$ cat src/rtl/fpf_link_scheduler_pkg.sv
// Shared types for the FPF link scheduler: symbol width, radix and FSM states.
// Optional parity symbol is compiled in with FPF_SCHED_PARITY_EN.
package fpf_sched_pkg;

  localparam int SYM_W = 3;
  localparam int RADIX = 5;

  typedef logic [SYM_W-1:0] digit_t;

`ifdef FPF_SCHED_PARITY_EN
  typedef enum logic [1:0] {
    ST_IDLE = 2'd0,
    ST_SEND = 2'd1,
    ST_PAR  = 2'd2
  } sched_state_t;
`else
  typedef enum logic [1:0] {
    ST_IDLE = 2'd0,
    ST_SEND = 2'd1
  } sched_state_t;
`endif

  function automatic longint pow5(input int n);
    longint r;
    r = 1;
    for (int i = 0; i < n; i++) begin
      r = r * RADIX;
    end
    return r;
  endfunction

endpackage

$ cat src/rtl/fpf_link_scheduler_if.sv
// Word-side handshake, link enable and symbol-side outputs of the FPF link scheduler.
interface fpf_link_scheduler_if #(
  parameter int DATA_W = 8
) ();
  import fpf_sched_pkg::*;

  logic              link_en;
  logic              in_valid;
  logic              in_ready;
  logic [DATA_W-1:0] in_data;
  digit_t            sym_data;
  logic              sym_valid;
  logic              sym_first;
  logic              sym_last;
  logic              busy;

  modport master (
    output link_en, in_valid, in_data,
    input  in_ready, sym_data, sym_valid, sym_first, sym_last, busy
  );

  modport slave (
    input  link_en, in_valid, in_data,
    output in_ready, sym_data, sym_valid, sym_first, sym_last, busy
  );
endinterface

$ cat src/rtl/fpf_link_scheduler_div5.sv
// Combinational divide-by-5 used to peel one radix-5 digit off the remaining quotient.
module fpf_div5
  import fpf_sched_pkg::*;
#(
  parameter int DATA_W = 8
) (
  input  logic [DATA_W-1:0] i_dividend,
  output logic [DATA_W-1:0] o_quot,
  output digit_t            o_rem
);

  assign o_quot = i_dividend / DATA_W'(RADIX);
  assign o_rem  = SYM_W'(i_dividend % DATA_W'(RADIX));

endmodule

$ cat src/rtl/fpf_link_scheduler.sv
// Radix-5 symbol scheduler feeding the 3-TSV FPF encoder, LSD first, with frame markers.
// Define FPF_SCHED_PARITY_EN to append a sum-of-digits mod 5 parity symbol to each frame.
module fpf_link_scheduler
  import fpf_sched_pkg::*;
#(
  parameter int DATA_W = 8,
  parameter int DIGITS = 4
) (
  input  logic                  clock,
  input  logic                  reset_n,
  fpf_link_scheduler_if.slave   bus
);

  localparam int CNT_W = $clog2(DIGITS + 1);

  if (pow5(DIGITS) < (longint'(1) << DATA_W)) begin : g_digitsTooFew
    $error("DIGITS radix-5 symbols cannot represent every DATA_W-bit word");
  end

  sched_state_t      r_state;
  sched_state_t      w_nextState;
  logic [DATA_W-1:0] r_quot;
  logic [DATA_W-1:0] w_quot;
  digit_t            w_rem;
  logic [CNT_W-1:0]  r_digitCnt;
  logic              w_lastDigit;
  logic              w_finalCycle;
  logic              w_ready;
  logic              w_accept;
  digit_t            r_symData;
  digit_t            w_symData;
  logic              r_symValid;
  logic              w_symValid;
  logic              r_symFirst;
  logic              w_symFirst;
  logic              r_symLast;
  logic              w_symLast;

  fpf_div5 #(.DATA_W(DATA_W)) u_div5 (
    .i_dividend (r_quot),
    .o_quot     (w_quot),
    .o_rem      (w_rem)
  );

  assign w_lastDigit = (r_state == ST_SEND) && (r_digitCnt == CNT_W'(DIGITS - 1));

`ifdef FPF_SCHED_PARITY_EN
  digit_t          r_acc;
  logic [SYM_W:0]  w_accSum;
  digit_t          w_accNext;

  assign w_accSum  = {1'b0, r_acc} + {1'b0, w_rem};
  assign w_accNext = (w_accSum >= (SYM_W+1)'(RADIX)) ? SYM_W'(w_accSum - (SYM_W+1)'(RADIX))
                                                      : SYM_W'(w_accSum);
  assign w_finalCycle = (r_state == ST_PAR);
`else
  assign w_finalCycle = w_lastDigit;
`endif

  // Reset gating keeps in_ready low while reset_n is held, even though IDLE is already loaded.
  assign w_ready  = reset_n && bus.link_en && ((r_state == ST_IDLE) || w_finalCycle);
  assign w_accept = bus.in_valid && w_ready;

  assign bus.in_ready  = w_ready;
  assign bus.busy      = (r_state != ST_IDLE);
  assign bus.sym_data  = r_symData;
  assign bus.sym_valid = r_symValid;
  assign bus.sym_first = r_symFirst;
  assign bus.sym_last  = r_symLast;

  always_ff @(posedge clock or negedge reset_n) begin
    if (!reset_n) begin
      r_state <= ST_IDLE;
    end else begin
      r_state <= w_nextState;
    end
  end

  always_comb begin
    w_nextState = r_state;
    w_symData   = '0;
    w_symValid  = 1'b0;
    w_symFirst  = 1'b0;
    w_symLast   = 1'b0;
    if (bus.link_en) begin
      case (r_state)
        ST_IDLE: begin
          if (w_accept) begin
            w_nextState = ST_SEND;
          end
        end
        ST_SEND: begin
          w_symValid = 1'b1;
          w_symData  = w_rem;
          w_symFirst = (r_digitCnt == '0);
`ifdef FPF_SCHED_PARITY_EN
          if (w_lastDigit) begin
            w_nextState = ST_PAR;
          end
`else
          w_symLast = w_lastDigit;
          if (w_lastDigit) begin
            w_nextState = w_accept ? ST_SEND : ST_IDLE;
          end
`endif
        end
`ifdef FPF_SCHED_PARITY_EN
        ST_PAR: begin
          w_symValid  = 1'b1;
          w_symData   = r_acc;
          w_symLast   = 1'b1;
          w_nextState = w_accept ? ST_SEND : ST_IDLE;
        end
`endif
        default: begin
          w_nextState = ST_IDLE;
        end
      endcase
    end
  end

  // A new word on the final-symbol cycle overrides the digit step, giving gapless frames.
  always_ff @(posedge clock or negedge reset_n) begin
    if (!reset_n) begin
      r_quot     <= '0;
      r_digitCnt <= '0;
      r_symData  <= '0;
      r_symValid <= 1'b0;
      r_symFirst <= 1'b0;
      r_symLast  <= 1'b0;
`ifdef FPF_SCHED_PARITY_EN
      r_acc      <= '0;
`endif
    end else begin
      r_symData  <= w_symData;
      r_symValid <= w_symValid;
      r_symFirst <= w_symFirst;
      r_symLast  <= w_symLast;
      if (w_accept) begin
        r_quot     <= bus.in_data;
        r_digitCnt <= '0;
`ifdef FPF_SCHED_PARITY_EN
        r_acc      <= '0;
`endif
      end else if (bus.link_en && (r_state == ST_SEND)) begin
        r_quot     <= w_quot;
        r_digitCnt <= r_digitCnt + CNT_W'(1);
`ifdef FPF_SCHED_PARITY_EN
        r_acc      <= w_accNext;
`endif
      end
    end
  end

endmodule

$ cat src/flat_wrapper.sv
// flat-port wrapper written by rule: the top's interface ports become plain ports
module fpf_link_scheduler_flat import fpf_sched_pkg::*;
#(
  parameter int DATA_W = 8,
  parameter int DIGITS = 4
)
  (clock, reset_n, bus_link_en, bus_in_valid, bus_in_data, bus_in_ready, bus_sym_data, bus_sym_valid, bus_sym_first, bus_sym_last, bus_busy);
  fpf_link_scheduler_if #(.DATA_W(DATA_W)) bus_i ();
  input  logic clock;
  input  logic reset_n;
  input wire logic [$bits(bus_i.link_en)-1:0] bus_link_en;
  input wire logic [$bits(bus_i.in_valid)-1:0] bus_in_valid;
  input wire logic [$bits(bus_i.in_data)-1:0] bus_in_data;
  output wire logic [$bits(bus_i.in_ready)-1:0] bus_in_ready;
  output wire logic [$bits(bus_i.sym_data)-1:0] bus_sym_data;
  output wire logic [$bits(bus_i.sym_valid)-1:0] bus_sym_valid;
  output wire logic [$bits(bus_i.sym_first)-1:0] bus_sym_first;
  output wire logic [$bits(bus_i.sym_last)-1:0] bus_sym_last;
  output wire logic [$bits(bus_i.busy)-1:0] bus_busy;
  assign bus_i.link_en = bus_link_en;
  assign bus_i.in_valid = bus_in_valid;
  assign bus_i.in_data = bus_in_data;
  assign bus_in_ready = bus_i.in_ready;
  assign bus_sym_data = bus_i.sym_data;
  assign bus_sym_valid = bus_i.sym_valid;
  assign bus_sym_first = bus_i.sym_first;
  assign bus_sym_last = bus_i.sym_last;
  assign bus_busy = bus_i.busy;
  fpf_link_scheduler #(.DATA_W(DATA_W), .DIGITS(DIGITS)) u_core (.clock(clock), .reset_n(reset_n), .bus(bus_i));
endmodule
$ cat config.mk
export PLATFORM = sky130hd
export DESIGN_NAME = fpf_link_scheduler_flat
export DESIGN_NICKNAME = d
export VERILOG_FILES = /design/src/rtl/fpf_link_scheduler_pkg.sv /design/src/rtl/fpf_link_scheduler_if.sv /design/src/rtl/fpf_link_scheduler_div5.sv /design/src/rtl/fpf_link_scheduler.sv /design/src/flat_wrapper.sv
export SDC_FILE = /design/constraint.sdc
export NUM_CORES = 1
export LEC_CHECK = 0
export ABC_AREA = 1
export BUFFER_PORTS_ARGS = -buffer_cell sky130_fd_sc_hd__buf_4
export CAP_MARGIN = 20
export CORE_MARGIN = 5
export CORE_UTILIZATION = 55
export CTS_CLUSTER_DIAMETER = 150
export DETAILED_ROUTE_END_ITERATION = 8
export GPL_TIMING_DRIVEN = 1
export HOLD_SLACK_MARGIN = 0.12
export MAX_ROUTING_LAYER = met4
export PLACE_DENSITY = 0.86
export SKIP_CTS_REPAIR_TIMING = 1
export SYNTH_ARGS = -nofsm -noshare
export SYNTH_HDL_FRONTEND = slang
export SYNTH_SLANG_ARGS = --single-unit
$ cat constraint.sdc
create_clock -name clock -period 5.7 [get_ports clock]
set_input_delay 0.285 -clock clock [delete_from_list [all_inputs] [get_ports clock]]
set_output_delay 0.285 -clock clock [all_outputs]
set_load 0.01 [all_outputs]
======== Yosys cells after proc, flatten, opt, wreduce, memory -nomap -nowiden ========
Cells that the tools add are included.
word-level totals
  flip-flop bits (word level) ............. 19
  bits in latches ......................... 0
  bits in writable memories ............... 0
  memory bits (read-only) ................. 0
  input port bits ......................... 12
  output and inout bits ................... 8
  logic and storage cells ................. 41
  memories kept ........................... 0
cells by class
  $add $sub $neg .......................... 1
  $mul .................................... 0
  div/mod/pow operators ................... 2
  magnitude comparators ................... 0
  eq/ne operators ......................... 4
  shifts and indexed selects .............. 0
  muxes and demuxes ....................... 16
  bitwise logic cells ..................... 0
  reductions and logical operators ........ 11
operators by type and width
  kind                 number
  $mux 8               2
  $mux 3               4
  $div 8x3->8 const B  1
  $mod 8x3->8 const B  1
  $mux 1               7
  $logic_and 1x1->1    5
  $mux 2               2
  $ne 2x1->1 const B   2
  $pmux 2 s2           1
  $reduce_bool 2->1    2
  $add 3x1->3 const B  1
  $eq 3x2->1 const B   1
  $logic_not 3->1      1
  $reduce_and 3->1     1
  $eq 2x1->1 const B   1
  $logic_not 2->1      1
  $logic_or 1x1->1     1

======== Logic depth before layout (Yosys ltp) ========
Gate-level depths: netlist of the first run.
  depth in word-level cells ............... 8
  depth in mapped cells ................... 29
  mapped depth without buffers ............ 29

======== Hierarchy ========
From an unflattened synthesis of the first run, not the netlist that was laid out.
unflattened totals
  cell total of the unflattened synthesis .. 238
  area, all modules ....................... 1691.6 um^2
by module, submodules not included
  module              times used  cells each  area an instance (um^2)
  fpf_link_scheduler  1           117         943.4
  fpf_div5            1           121         748.2

======== Least setup slack after synthesis of the first run ========
No wires, ideal clock.
  path type ............................... register to register
  start point ............................. register u_core.r_quot[6]
  end point ............................... register u_core.r_symData[0], in the netlist u_core.bus.sym_data[0]
  setup time .............................. 114 ps
  arrival time ............................ 2952 ps
  data required time ...................... 5586 ps
  slack ................................... 2635 ps
  stages on the path, launching flop included .. 29
  path buffers ............................ 0
  period minus slack after synthesis ...... 3065 ps
  cells stage by stage .................... dfrtp_1 o21ai_1 nand2_1 nand2_2 clkinv_2 nand2_4 nand2_4 nand3_2 nand2_4 nand2_4 nand2_4 nand3_2 nand2_2 nand2_2 nand2_2 nand2_1 inv_2 ha_1 inv_1 nand3_2 nand2_4 nand3_4 xor2_1 ha_1 nand3b_1 nand3_2 nand2_1 inv_1 nor2_1
on the way
  cells in the longest elaborated chain, start to end .. 3
ends and longest elaborated chain
  item                     RTL line                       RTL
  from (decl)              fpf_link_scheduler.sv:22       logic [DATA_W-1:0] r_quot;
  from (signal assigned)   fpf_link_scheduler.sv:140      r_quot <= bus.in_data;
  from (signal assigned)   fpf_link_scheduler.sv:146      r_quot <= w_quot;
  $mod 8x3->8              fpf_link_scheduler_div5.sv:13  assign o_rem = SYM_W'(i_dividend % DATA_W'(RADIX));
  $mux 3                   fpf_link_scheduler.sv:86       case (r_state)
  $mux 3                   fpf_link_scheduler.sv:85       if (bus.link_en) begin
  via u_core.w_symData[0]  fpf_link_scheduler.sv:31       digit_t w_symData;
  to (signal assigned)     fpf_link_scheduler.sv:135      r_symData <= w_symData;
  to (decl)                fpf_link_scheduler.sv:30       digit_t r_symData;
The timed path passes the listed nets, and every way through them passes these cells.
A chain may end at the register's enable or synchronous reset.

======== Worst setup path after layout of the first run ========
  start point ............................. register u_core.r_quot[6]
  end point ............................... register u_core.r_symData[1], in the netlist u_core.bus.sym_data[1]
The elaborated chain is that of the path after synthesis.

==> reports/results.txt, run 1 <==
Clk pin slew, worst setup/hold paths = 0.10 ns
routed wire length per instance = 11.89 um
drt drc = 0
Max H-tree Level = 1
clk_skew = 0.003739 ns
delay-heaviest family, CP = simple AND/OR/NAND/NOR gates
Top Ports = 20
slowest CP cell = dfrtp_1
via/cell ratio = 5.270
final setup fails = 0
# rows = 18
drt total wl = 2.819 mm
pre-CTS WS = 2.230 ns
fmax = 284.2 MHz
die width = 60.64 um
average cell area after synthesis = 7.705 um2
Pre-antenna DRT Iters = 4
synthesized cell area = 1410 um2
Clock Path Buffers = 2
Crit Path Category = flop to flop
DP Area = 1590 um2
Mapped Cells = 183
most frequent CP cell = nand2_2
P&R area growth vs syn = 16.06%
Max-slew headroom = 0.7932
area of the core = 2455 um2
RSZ-0062 raised after global routing = false
port bufs = 19
fraction of layout cells with a size suffix above 1 = 0.2754
antenna violations before repair = 0
Worst setup SP type = flop
GP Congestion = 0.8510
Seq cells post-synth = 18
Worst EP arrival = 3.76 ns
Hold WC Path Type = primary input to flop
Nets = 227
outcome = complete, no violations
Buffers & Inverters on Critical Path = 4
number of global-route vias before repair = 1,234
top fanout value on the critical path = 5
Slew @ Worst Pin = 0.3094 ns
Final Max Tran Viols = 0
sequential area share after synthesis = 0.3194
largest net degree at the start of global routing = 20
max-cap violation count = 0
setup TNS = 0 ns
Die Y-Extent = 60.64 um
final worst setup slack = 2.182 ns
placed wire-length estimate = 2.258 mm
worst-skew pair later-pin latency = 0.30 ns
first-pass GRT wire length = 4.878 mm
worst stage delay on the critical path = 0.44 ns
initial core utilization = 0.5744
Req. time, crit path = 5.94 ns
CTS sink count = 18
Syn Nets = 202
n_diodes = 0
Worst Setup End Kind = flop
library cells used by synthesis = 32
full die area = 3677 um2
Starting DRT DRC Count = 52
via count = 1,249
total CTS buffers = 3
gr usage total = 0.1815
Root Driver = clkbuf_4
Final min period = 3.518 ns
gr ovfl total = 0
CTS tree = built
final period utilization = 0.6172
fin area = 1637 um2
yosys warns = 0
CP cell instances = o21ai_1 > nand2_1 > o21ai_1 > nand2_2 > o2111ai_1 > inv_1 > a21oi_1 > nand2_2 > nand2_2 > nand2_2 > nand2_1 > inv_2 > ha_1 > inv_1 > nand3_2 > nand2_4 > nand3_4 > xor2_1 > ha_1 > nand3b_1 > nand3_2 > nand2_1 > inv_1 > nor2_1
Hold Vio Cnt, Final = 0
remaining antenna violation count after routing = 0
==> layout by cell type, fill, tap and decap left out, drive strengths merged <==
master / synthesis / routed
a21boi: 1 / 1
a21o: 1 / 1
a21oi: 2 / 2
a32o: 1 / 1
buf: 0 / 19
clkbuf: 0 / 4
clkinv: 2 / 2
dfrtp: 18 / 18
dlygate4sd3: 0 / 1
ha: 7 / 7
inv: 28 / 28
nand2: 70 / 70
nand3: 20 / 20
nand3b: 2 / 2
nand4: 5 / 5
nor2: 8 / 8
o2111ai: 1 / 1
o211a: 1 / 1
o211ai: 5 / 5
o21a: 2 / 2
o21ai: 6 / 6
o221ai: 1 / 1
o22ai: 1 / 1
xor2: 1 / 1
==> layer usage <==
| metal | wire length, um | track usage | part of all wire |
|---|---|---|---|
| met1 | 1187 | 0.2024 | 0.42 |
| met2 | 1449 | 0.3237 | 0.51 |
| met3 | 121 | 0.01489 | 0.043 |
| met4 | 61 | 0.08669 | 0.022 |
| met5 | 0 | - | 0 |
==> kinds of logic after synthesis <==
family | synth area share
AND/OR/NAND/NOR | 0.4117
buffers and inverters | 0.08252
flip-flops | 0.3194
XOR/XNOR | 0.006212
adder cells (fa/ha/maj) | 0.06211
AO/OA/AOI/OAI | 0.1180
==> worst min-delay path, cell delays in order <==
cell,delay (ns)
buf_4,0.07
nand2_1,0.04
o21ai_0,0.06
==> area by class of cell <==
class                           instances  area [um2]
Timing Repair Buffer                   20       152.6
Clock buffer                            4       36.28
Tap cell                               30       37.54
Multi-Input combinational cell        135       843.3
Fill cell                             202       818.3
Inverter                               30       116.4
Sequential cell                        18       450.4
==> path summary, 6_finish.rpt <==
check / endpoint / start / cells past startpoint / slack [ns]
min in group asynchronous: u_core.bus.sym_data[2] / reset_n / 2 / 0.38
max reg2reg: u_core.bus.sym_data[1] / u_core.r_quot[6] / 24 / 2.18
min: u_core.r_quot[7] / bus_in_data[7] / 3 / 0.18
max: u_core.bus.sym_data[1] / u_core.r_quot[6] / 24 / 2.18
max in group asynchronous: u_core.r_quot[2] / reset_n / 2 / 5.12
min reg2reg: u_core.bus.sym_first / u_core.r_digitCnt[2] / 3 / 0.53
==> state kept, by name, summed over array words and instances, names as in the netlist <==
register	flops
u_core.bus.sym_data	3
u_core.r_state	1
u_core.r_quot	8
u_core.bus.sym_valid	1
u_core.bus.sym_last	1
u_core.r_digitCnt	3
u_core.bus.sym_first	1
==> synthesized netlist by cell type, drive strengths merged <==
| cell | n | area [um2] |
|---|---|---|
| clkinv | 2 | 8.750 |
| o21a | 2 | 15.01 |
| nand3 | 20 | 147.7 |
| nand2 | 70 | 342.8 |
| nand4 | 5 | 37.53 |
| o2111ai | 1 | 8.760 |
| dfrtp | 18 | 450.4 |
| o211a | 1 | 10.01 |
| o221ai | 1 | 8.760 |
| ha | 7 | 87.58 |
| o22ai | 1 | 6.260 |
| nor2 | 8 | 37.54 |
| nand3b | 2 | 15.01 |
| o21ai | 6 | 30.02 |
| inv | 28 | 107.6 |
| a21o | 1 | 7.510 |
| a21oi | 2 | 21.27 |
| o211ai | 5 | 37.54 |
| a21boi | 1 | 11.26 |
| a32o | 1 | 10.01 |
| xor2 | 1 | 8.760 |
==> metrics by stage <==
| stage | instances | util | hold slack (ns) |
|---|---|---|---|
| floorplan | 183 | - | -0.01059 |
| global placement | 232 | 0.6478 | 0.1649 |
| detailed placement | 232 | 0.6478 | 0.1688 |
| CTS | 236 | 0.6626 | -0.1707 |
| global route | 237 | 0.6667 | 0.1781 |
| finish | 237 | 0.6667 | 0.1842 |
Power of run 1 is not shown: default switching activity piles up to over one toggle a cycle in this logic, so the estimate is an artifact.
==> inputs of run 2 (changes only) <==
--- a/config.mk
+++ b/config.mk
@@ -5,7 +5,7 @@
 export SDC_FILE = /design/constraint.sdc
 export NUM_CORES = 1
 export LEC_CHECK = 0
-export ABC_AREA = 1
+export ABC_AREA = 0
 export BUFFER_PORTS_ARGS = -buffer_cell sky130_fd_sc_hd__buf_4
 export CAP_MARGIN = 20
 export CORE_MARGIN = 5
@@ -15,7 +15,7 @@
 export GPL_TIMING_DRIVEN = 1
 export HOLD_SLACK_MARGIN = 0.12
 export MAX_ROUTING_LAYER = met4
-export PLACE_DENSITY = 0.86
+export PLACE_DENSITY = 0.85
 export SKIP_CTS_REPAIR_TIMING = 1
 export SYNTH_ARGS = -nofsm -noshare
 export SYNTH_HDL_FRONTEND = slang
==> constraint.sdc (replaced) <==
create_clock -name clock -period 3.5 [get_ports clock]
set_input_delay 0.175 -clock clock [delete_from_list [all_inputs] [get_ports clock]]
set_output_delay 0.175 -clock clock [all_outputs]
set_load 0.01 [all_outputs]
==> reports/results.txt, run 2 <==
outcome = complete, no violations
via/cell ratio = 6.105 (+16%)
final setup fails = 0 (unchanged)
Slew @ Worst Pin = 0.7405 ns (+0.4310 ns)
worst-skew pair later-pin latency = 0.29 ns (about the same)
FF-to-FF End = u_core.bus.sym_data[1]
most frequent cell after synthesis = nand2_1
setup TNS = 0 ns (unchanged)
Worst setup SP type = flop
mux cell area share after synthesis = 0.01734 (+0.01734)
Root Driver = clkbuf_4
port bufs = 19 (unchanged)
total CTS buffers = 3 (unchanged)
full die area = 4526 um2 (+23%)
Seq cells post-synth = 18 (unchanged)
Req. time, crit path = 3.68 ns (-2.26 ns)
Compound-Gate Fraction of Synth Area = 0.2718 (+0.1538)
pre-CTS WS = -0.06883 ns (-2.299 ns)
Post-Synth Simple-Gate Area = 0.2767 (-0.1350)
P&R area growth vs syn = 23.92%
Fill cells = 213 (+5.4%)
Crit Path Category = flop to flop
Top Layer Used = met4
routed length on met3 = 284 um (+130%)
sequential area share after synthesis = 0.2497 (-0.06978)
# rows = 20 (+2)
drt total wl = 4.843 mm (+72%)
gr ovfl total = 0 (unchanged)
Worst EP arrival = 3.60 ns (-0.16 ns)
maximum vdd drop = 0.5324 mV
Leakage = 1.010 nW
Hold EP = u_core.r_quot[3]
placed wire-length estimate = 3.293 mm (+46%)
final period utilization = 0.9784 (+0.3612)
GP Congestion = 0.9409 (+11%)
Max H-tree Level = 1 (unchanged)
Clk pin slew, worst setup/hold paths = 0.10 ns (about the same)
fmax = 292.0 MHz (+2.7%)
Buffers & Inverters on Critical Path = 0 (-4)
crit path from = u_core.r_quot[6]
largest family of logic cells by synthesized area = simple AND/OR/NAND/NOR gates
final worst setup slack = 0.07571 ns (-2.106 ns)
Die Y-Extent = 67.28 um (+11%)
Synth top cells by count = nand2_1 (23), a21oi_1 (18), dfrtp_1 (18), nor2_1 (11), inv_1 (9)
delay-heaviest family, CP = simple AND/OR/NAND/NOR gates
Hold Vio Cnt, Final = 0 (unchanged)
Design Power = 0.002173 W
initial core utilization = 0.5815 (+0.007038)
most frequent cells in the layout = buf_4 (48), nand2_1 (23), a21oi_1 (17)
area of the core = 3103 um2 (+26%)
drt drc = 0 (unchanged)
predominant post-synthesis flop cell = dfrtp_1
XOR/XNOR Fraction of Synth Area = 0.03814 (+0.03193)
worst hold start = bus_in_data[3]
EDFF count, synth = 0 (unchanged)
Syn Nets = 229 (+13%)
CTS sink count = 18 (unchanged)
Worst Setup End Kind = flop
yosys warns = 0 (unchanged)
Mapped Cells = 210 (+15%)
CP cell instances = or2_1 > or3b_1 > o2111a_1 > or2_4 > ha_1 > a31oi_2 > a21o_1 > a21oi_2 > ha_1 > nor2b_4 > or2_2 > o32a_1 > a21boi_1 > a211oi_1
top fanout value on the critical path = 6 (+1)
WL met1 = 2.014 mm (+70%)
r2r worst-path depth = 14 (-42%)
fraction of layout cells with a size suffix above 1 = 0.3294 (+0.05400)
WL met2 = 2.417 mm (+67%)
commonest non-fill, non-tap cell in the layout = buf_4
slowest CP cell = dfrtp_2
Synth area leaders = dfrtp_1 (25%), a21oi_1 (5.0%), ha_1 (4.9%)
WP depth = 14 (-42%)
Final min period = 3.424 ns (-0.09377 ns)
ys async rst share = 1.000 (unchanged)
number of global-route vias before repair = 1,688 (+37%)
gr usage total = 0.2190 (+0.03754)
library cells used by synthesis = 71 (+120%)
via count = 1,807 (+45%)
synthesized cell area = 1804 um2 (+28%)
Pre-antenna DRT Iters = 5 (+1)
Worst Hold Depth = 3 (unchanged)
Placed Instances = 273 (+18%)
number of flip-flops in the largest register = 8 (unchanged)
Top Ports = 20 (unchanged)
Nets = 273 (+20%)
clk_skew = 0.001699 ns (-0.002040 ns)
Clock Path Buffers = 2 (unchanged)
antenna violations before repair = 0 (unchanged)
worst stage delay on the critical path = 0.46 ns (+0.02 ns)
Hold WC Path Type = primary input to flop
average cell area after synthesis = 8.592 um2 (+11%)
Max-slew headroom = 0.4936 (-0.2996)
Reg2Reg Setup Slack = 0.08 ns (-2.11 ns)
max-cap violation count = 0 (unchanged)
cell taking the most area after synthesis = dfrtp_1
CTS tree = built
power per cell area = 972.0 nW/um2
n_diodes = 0 (unchanged)
Final Instance Count excl. Fillers = 296 (+25%)
share of the synthesized area in the top cell type = 0.2497 (-0.06978)
first-pass GRT wire length = 7.548 mm (+55%)
die width = 67.28 um (+11%)
Starting DRT DRC Count = 142 (+170%)
Final Max Tran Viols = 0 (unchanged)
largest net degree at the start of global routing = 23 (+15%)
RR Startpoint = u_core.r_quot[6]
routed wire length per instance = 16.36 um (+38%)
most frequent CP cell = ha_1
most flop-heavy register = u_core.r_quot
Adder-Cell Fraction of Synth Area = 0.04854 (-0.01357)
remaining antenna violation count after routing = 0 (unchanged)
-- run 2: worst register-to-register path, stage by stage, from the launching register on --
cell and delay, ns:
dfrtp_2 0.46, or2_1 0.24, or3b_1 0.36, o2111a_1 0.15, or2_4 0.27, ha_1 0.24
a31oi_2 0.22, a21o_1 0.17, a21oi_2 0.08, ha_1 0.23, nor2b_4 0.15, or2_2 0.31
o32a_1 0.20, a21boi_1 0.16, a211oi_1 0.07
-- run 2: cell families (layout without fill, tap and decap cells) --
| logic type | count (synthesis) | after routing |
|---|---|---|
| flops | 18 | 18 |
| xor+xnor | 7 | 7 |
| mux | 3 | 3 |
| compound gates | 66 | 66 |
| fa+ha+maj | 7 | 7 |
| simple gates | 83 | 83 |
| buf+inv | 26 | 68 |
-- run 2: routing by layer --
layer,vias up,GRT usage
met1,864,0.2721
met3,14,0.01830
met2,80,0.3718
li1,849,-
met4,0,0.07848
met5,-,-
-- run 2: cell type report --
class / instances / area (um2) / area share
multi-input combinational: 166 / 1225 / 0.5478
inverter: 9 / 33.78 / 0.01511
tap: 44 / 55.05 / 0.02462
sequential: 18 / 455.4 / 0.2037
timing repair buffer: 56 / 444.2 / 0.1987
clock buffer: 3 / 22.52 / 0.01007
-- run 2: how the worst max path moves through the flow --
stage                                   to  slack [ns]
global route        u_core.bus.sym_data[1]      -0.006
finish              u_core.bus.sym_data[1]        0.08
global placement    u_core.bus.sym_data[1]        0.11
detailed placement        u_core.r_quot[0]       -0.07
floorplan                 u_core.r_quot[0]        0.34
CTS                       u_core.r_quot[0]        -0.1
-- run 2: through the flow --
stage                     utilization  cell area (um2)  hold slack [ns]
after floorplan                     -             1804          -0.1206
after global placement         0.6403             1987          0.05789
after detailed placement       0.6403             1987          0.06098
after CTS                      0.6476             2009          -0.2657
after global routing           0.7206             2236           0.1236
final                          0.7206             2236           0.1016
-- run 2: power breakdown --
| part | internal, W | switching (W) |
|---|---|---|
| Sequential | 0.000288 | 0.000105 |
| Combinational | 0.000791 | 0.000886 |
| Clock | 0.0000401 | 0.0000631 |
| Total | 0.00112 | 0.00105 |
Power figures use the tool's default switching activity.
